File: src/rtl/dsa_simd_pkg.sv
// Shared constants and state encoding for the SIMD interpolate/writeback stage.
package dsa_simd_pkg;
    localparam int SIMD_WIDTH_DEF = 4;
    localparam int PIX_W          = 8;
    localparam int FRAC_W         = 8;

    typedef enum logic [1:0] {
        ST_IDLE,
        ST_COMPUTE,
        ST_WRITE,
        ST_DONE
    } state_t;
endpackage

File: src/rtl/dsa_bilinear_lane.sv
// Combinational bilinear blend of four Q0.8-weighted neighbours into one 8-bit pixel.
module dsa_bilinear_lane
    import dsa_simd_pkg::*;
#(
    parameter int ROUND = 1
) (
    input  logic [PIX_W-1:0]  p00,
    input  logic [PIX_W-1:0]  p01,
    input  logic [PIX_W-1:0]  p10,
    input  logic [PIX_W-1:0]  p11,
    input  logic [FRAC_W-1:0] a,
    input  logic [FRAC_W-1:0] b,
    output logic [PIX_W-1:0]  r
);
    logic [8:0]  inv_a;
    logic [8:0]  inv_b;
    logic [16:0] top;
    logic [16:0] bot;
    logic [24:0] v;
    logic [25:0] v_rnd;
    logic [9:0]  r_wide;

    // Horizontal blend of both rows, then vertical blend; widths leave headroom so nothing wraps.
    always_comb begin
        inv_a  = 9'd256 - {1'b0, a};
        inv_b  = 9'd256 - {1'b0, b};
        top    = 17'(p00) * 17'(inv_a) + 17'(p01) * 17'(a);
        bot    = 17'(p10) * 17'(inv_a) + 17'(p11) * 17'(a);
        v      = 25'(top) * 25'(inv_b) + 25'(bot) * 25'(b);
        v_rnd  = {1'b0, v} + ((ROUND != 0) ? 26'd32768 : 26'd0);
        r_wide = v_rnd[25:16];
        r      = (r_wide > 10'd255) ? 8'hFF : r_wide[7:0];
    end
endmodule

File: src/rtl/dsa_interp_writeback_simd.sv
// Accepts one SIMD group, interpolates one lane per cycle, then writes one byte per cycle.
module dsa_interp_writeback_simd
    import dsa_simd_pkg::*;
#(
    parameter int ADDR_WIDTH = 18,
    parameter int SIMD_WIDTH = SIMD_WIDTH_DEF,
    parameter int ROUND      = 1
) (
    input  logic                         clk,
    input  logic                         rst_n,
    input  logic                         in_valid,
    output logic                         in_ready,
    input  logic [PIX_W*SIMD_WIDTH-1:0]  p00,
    input  logic [PIX_W*SIMD_WIDTH-1:0]  p01,
    input  logic [PIX_W*SIMD_WIDTH-1:0]  p10,
    input  logic [PIX_W*SIMD_WIDTH-1:0]  p11,
    input  logic [16*SIMD_WIDTH-1:0]     a,
    input  logic [16*SIMD_WIDTH-1:0]     b,
    input  logic [15:0]                  dst_x,
    input  logic [15:0]                  dst_y,
    input  logic [ADDR_WIDTH-1:0]        out_base_addr,
    input  logic [15:0]                  out_width,
    input  logic [15:0]                  out_height,
    output logic                         mem_write_en,
    output logic [ADDR_WIDTH-1:0]        mem_addr,
    output logic [7:0]                   mem_wdata,
    output logic                         done,
    output logic                         busy
);
    localparam int LANE_W = (SIMD_WIDTH > 1) ? $clog2(SIMD_WIDTH) : 1;
    localparam logic [LANE_W-1:0] LAST_LANE = LANE_W'(SIMD_WIDTH - 1);

    state_t              state_q, state_d;
    logic [LANE_W-1:0]   lane_q, lane_d;

    logic [PIX_W-1:0]    pix00_q [SIMD_WIDTH];
    logic [PIX_W-1:0]    pix01_q [SIMD_WIDTH];
    logic [PIX_W-1:0]    pix10_q [SIMD_WIDTH];
    logic [PIX_W-1:0]    pix11_q [SIMD_WIDTH];
    logic [FRAC_W-1:0]   fa_q    [SIMD_WIDTH];
    logic [FRAC_W-1:0]   fb_q    [SIMD_WIDTH];
    logic [PIX_W-1:0]    result_q[SIMD_WIDTH];
    logic [15:0]         dst_x_q, dst_y_q, width_q, height_q;
    logic [ADDR_WIDTH-1:0] base_q;

    logic                accept;
    logic [PIX_W-1:0]    lane_r;
    logic                wr_en_d, done_d;
    logic [ADDR_WIDTH-1:0] addr_d;
    logic [7:0]          wdata_d;
    logic [47:0]         addr_sum;
    logic                unused_frac_hi;

    assign in_ready = (state_q == ST_IDLE);
    assign busy     = (state_q != ST_IDLE);
    assign accept   = in_valid && in_ready;

    // Only the low byte of each fraction carries Q0.8 weight.
    always_comb begin
        unused_frac_hi = 1'b0;
        for (int k = 0; k < SIMD_WIDTH; k++)
            unused_frac_hi = unused_frac_hi ^ (^a[k*16+8 +: 8]) ^ (^b[k*16+8 +: 8]);
    end

    dsa_bilinear_lane #(.ROUND(ROUND)) u_lane (
        .p00 (pix00_q[lane_q]),
        .p01 (pix01_q[lane_q]),
        .p10 (pix10_q[lane_q]),
        .p11 (pix11_q[lane_q]),
        .a   (fa_q[lane_q]),
        .b   (fb_q[lane_q]),
        .r   (lane_r)
    );

    // State and lane index register.
    always_ff @(posedge clk or negedge rst_n) begin
        if (!rst_n) begin
            state_q <= ST_IDLE;
            lane_q  <= '0;
        end else begin
            state_q <= state_d;
            lane_q  <= lane_d;
        end
    end

    // Next-state: walk lanes through compute, then through write slots.
    always_comb begin
        state_d = state_q;
        lane_d  = lane_q;
        case (state_q)
            ST_IDLE: if (accept) begin
                state_d = ST_COMPUTE;
                lane_d  = '0;
            end
            ST_COMPUTE: begin
                if (lane_q == LAST_LANE) begin
                    state_d = ST_WRITE;
                    lane_d  = '0;
                end else begin
                    lane_d = lane_q + 1'b1;
                end
            end
            ST_WRITE: begin
                if (lane_q == LAST_LANE) begin
                    state_d = ST_DONE;
                    lane_d  = '0;
                end else begin
                    lane_d = lane_q + 1'b1;
                end
            end
            ST_DONE: state_d = ST_IDLE;
            default: state_d = ST_IDLE;
        endcase
    end

    // Outputs are computed from the upcoming slot so the write port is registered.
    always_comb begin
        addr_sum = 48'(base_q) + 48'(dst_y_q) * 48'(width_q) + 48'(dst_x_q) + 48'(lane_d);
        wr_en_d  = 1'b0;
        addr_d   = mem_addr;
        wdata_d  = mem_wdata;
        done_d   = (state_d == ST_DONE);
        if (state_d == ST_WRITE) begin
            addr_d  = addr_sum[ADDR_WIDTH-1:0];
            wdata_d = result_q[lane_d];
            wr_en_d = (({1'b0, dst_x_q} + 17'(lane_d)) < {1'b0, width_q}) &&
                      (dst_y_q < height_q);
        end
    end

    // Registered write port and completion pulse.
    always_ff @(posedge clk or negedge rst_n) begin
        if (!rst_n) begin
            mem_write_en <= 1'b0;
            mem_addr     <= '0;
            mem_wdata    <= '0;
            done         <= 1'b0;
        end else begin
            mem_write_en <= wr_en_d;
            mem_addr     <= addr_d;
            mem_wdata    <= wdata_d;
            done         <= done_d;
        end
    end

    // Capture the group on accept; store one interpolated lane per compute cycle.
    always_ff @(posedge clk or negedge rst_n) begin
        if (!rst_n) begin
            for (int k = 0; k < SIMD_WIDTH; k++) begin
                pix00_q[k]  <= '0;
                pix01_q[k]  <= '0;
                pix10_q[k]  <= '0;
                pix11_q[k]  <= '0;
                fa_q[k]     <= '0;
                fb_q[k]     <= '0;
                result_q[k] <= '0;
            end
            dst_x_q  <= '0;
            dst_y_q  <= '0;
            width_q  <= '0;
            height_q <= '0;
            base_q   <= '0;
        end else begin
            if (accept) begin
                for (int k = 0; k < SIMD_WIDTH; k++) begin
                    pix00_q[k] <= p00[k*PIX_W +: PIX_W];
                    pix01_q[k] <= p01[k*PIX_W +: PIX_W];
                    pix10_q[k] <= p10[k*PIX_W +: PIX_W];
                    pix11_q[k] <= p11[k*PIX_W +: PIX_W];
                    fa_q[k]    <= a[k*16 +: FRAC_W];
                    fb_q[k]    <= b[k*16 +: FRAC_W];
                end
                dst_x_q  <= dst_x;
                dst_y_q  <= dst_y;
                width_q  <= out_width;
                height_q <= out_height;
                base_q   <= out_base_addr;
            end
            if (state_q == ST_COMPUTE)
                result_q[lane_q] <= lane_r;
        end
    end
endmodule

File: config.mk
export PLATFORM = sky130hd
export DESIGN_NAME = dsa_interp_writeback_simd
export DESIGN_NICKNAME = d
export VERILOG_FILES = /design/src/rtl/dsa_simd_pkg.sv /design/src/rtl/dsa_bilinear_lane.sv /design/src/rtl/dsa_interp_writeback_simd.sv
export SDC_FILE = /design/constraint.sdc
export NUM_CORES = 2
export LEC_CHECK = 0
export ABC_AREA = 1
export BUFFER_PORTS_ARGS = -buffer_cell sky130_fd_sc_hd__buf_2
export CORE_UTILIZATION = 49
export CTS_CLUSTER_DIAMETER = 30
export DETAILED_ROUTE_END_ITERATION = 7
export MAX_ROUTING_LAYER = met4
export PLACE_DENSITY = 0.72
export SKIP_LAST_GASP = 1
export SYNTH_ARGS = -nofsm -noshare
export SYNTH_HDL_FRONTEND = slang
export SYNTH_SLANG_ARGS = --single-unit
File: constraint.sdc
create_clock -name clk -period 25.1 [get_ports clk]
set_input_delay 0 -clock clk [delete_from_list [all_inputs] [get_ports clk]]
set_output_delay 0 -clock clk [all_outputs]
set_load 0.01 [all_outputs]
==> impl_metrics.yaml <==
clocking:
  postCtsSetupRepairBufs: 0
  cts_resized: 0
  numCtsBuffers: 78
  clockBufferDepth: 3
  cts_root_buffer: "clkbuf_16"
  clk_latency_ns: 0.64
  hold_buffers: 275
  clkTransAtPathRegs_ns: 0.05
  tritoncts: "done"
  htree_levels: 3
  clock-sinks: 338
worst_setup_path:
  reg2regPathDepth: 52
  cp-end-kind: "flop"
  worst_setup_path_start_kind: "flop"
  reg2reg_to: "result_q[23]$_DFFE_PN0P_"
  critPathRequiredTime_ns: 25.59
  worstPathMaxFanout: 65
  startpoint: "lane_q[0]$_DFF_PN0_"
  critPathArrivalTime_ns: 16.29
  crit_type: "reg2reg"
  path_common_cell: "nand2_1"
  slowest_delay_ns: 1.02
  crit_end: "result_q[23]$_DFFE_PN0P_"
  worst_path_max_delay_cell: "a32oi_1"
  r2r_setup_slack_ns: 9.30
  rr_startpoint: "lane_q[0]$_DFF_PN0_"
timing:
  final.setup.worst_slack_ns: 9.301
  fin_skew_ns: 0.03403
  rsz0062_at_grt: "false"
  hold_viol: 0
  setup_tns_ns: 0
  period_needed_ns: 15.80
  maxSlewHeadroom: 0.1958
  drv_slew: 0
  setup_viol: 0
  fmax_mhz: 63.29
  fin_crit_sh: 0.6295
  worst_pin_slew_ns: 1.206
global_route:
  grt_max_degree: 161
  grt_overflow: 0
  antenna_found_initial: 7
  grt_usage: 0.2926
  grt_pass1_wl_mm: 182.3
  grt_pass1_vias: 34430
layout:
  drive_gt1_frac: 0.1465
  fin_nets: 6365
  fin_util: 0.5926
  n_fill_cell: 6555
  area_growth_pct: 19.95
synthesis:
  yosysMostFrequentCell: "inv_1"
  ys_warn_count: 0
  synth_edf_count: 0
  ys_types: 52
  syn_area_um2: 39730
  synth_top_flop_cell: "dfrtp_1"
  synth_area_leader_cell: "fa_1"
  synth_area_per_cell_um2: 8.652
  synth.top_cell.area_share: 0.2933
  syn_nets: 5820
  ys_ff_latch: 338
  synth_common_cells: "inv_1, nand2_1, fa_1"
  synthArstFlopShare: 1.000
  syn_inst: 4592
  yosys-top-cells-area: "fa_1, dfrtp_1, inv_1"
  yosysSeqAreaShare: 0.2129
place:
  port_buffers: 306
  post-place-ws_ns: 9.686
  place_hpwl_mm: 84.06
  gp_congestion: 0.9390
routing:
  drc: 0
  via_per_inst: 5.301
  drtAntennaViolNets: 0
  firstDrtPassIters: 6
  routedWlPerCell_um: 18.52
  wirelength_mm: 116.2
  dr.first_iter.drc_count: 2709
  vias: 33270
run_status:
  status: "finished clean"
die:
  dieArea_um2: 82220
  rows: 104
  die_height_um: 286.7
  io-pin-count: 371
  fp.dieW_um: 286.7
  core_area_um2: 80420
  initial_core_util: 0.4940
job:
  max_cap_violations: 0
hold_path:
  hold_path_class: "in2async"
## kinds of logic (layout without fill, tap and decap cells)
family,after synthesis,in the layout,share of synthesized area
buf+inv,1191,1799,0.1140
xor+xnor,79,79,0.01779
flops,338,338,0.2129
other cells,0,15,0
fa+ha+maj,887,887,0.3893
simple gates,1559,1559,0.1587
mux,203,203,0.05754
compound gates,335,335,0.04976
## critical path: cells and delay by family (launching register included)
family / cells / cell delay (ns)
buf+inv: 12 / 2.75
simple gates: 19 / 2.60
compound gates: 3 / 1.44
fa+ha+maj: 15 / 7.18
flops: 1 / 0.43
xor+xnor: 3 / 1.21
## stage by stage
stage,hold WS [ns],area [um2],cells
floorplan,-0.2956,39730,4592
global placement,0.1537,42230,5842
detailed placement,0.1512,42230,5842
CTS,0.1024,47620,6260
global route,0.1238,47640,6267
finish,0.05143,47660,6275
## worst min path at each step
stage / from / end / slack [ns]
2_1_floorplan: rst_n / base_q[0]$_DFFE_PN0P_ / -0.30
3_3_place_gp: rst_n / fb_q[11]$_DFFE_PN0P_ / 0.15
3_5_place_dp: rst_n / fb_q[18]$_DFFE_PN0P_ / 0.15
4_1_cts: rst_n / fb_q[3]$_DFFE_PN0P_ / 0.10
5_1_grt: rst_n / fb_q[18]$_DFFE_PN0P_ / 0.12
6_report: rst_n / fb_q[2]$_DFFE_PN0P_ / 0.05
## routing by layer
layer / up-vias / wire length, um / GRT usage
li1: 14940 / - / -
met5: - / 0 / -
met1: 16420 / 43600 / 0.3444
met2: 1495 / 57690 / 0.4827
met3: 415 / 9068 / 0.05525
met4: 0 / 5875 / 0.1396
## state kept, by name, indices dropped and copies added (netlist names), 8 cells and up
name	cells
pix01_q	32
base_q	18
mem_wdata	8
fa_q	32
dst_x_q	16
dst_y_q	16
mem_addr	18
height_q	16
result_q	32
pix00_q	32
width_q	16
pix10_q	32
pix11_q	32
fb_q	32
## cell usage in the layout, fill, tap and decap left out, types with 32 or more instances in the layout
cell and n:
a21oi_1 187, a32oi_1 32, buf_2 305, clkbuf_16 79, dfrtp_1 337, dlygate4sd3_1 275, fa_1 582, ha_1 305
inv_1 1031, mux2_2 203, nand2_1 943, nand3_1 70, nor2_1 425, o21ai_0 53, or2_2 59, xor2_1 47
## final cells by class
class	instances	area, um2	area share
multi-input combinational	3063	26750	0.5613
sequential	338	8462	0.1776
timing repair buffer	607	4502	0.09446
inverter	1049	3944	0.08275
clock buffer	104	2211	0.04639
tap	1060	1326	0.02783
clock inverter	39	424.2	0.008900
antenna	15	37.54	0.0007876
Power is not shown: default switching activity piles up to over one toggle a cycle in this logic, so the estimate is an artifact.
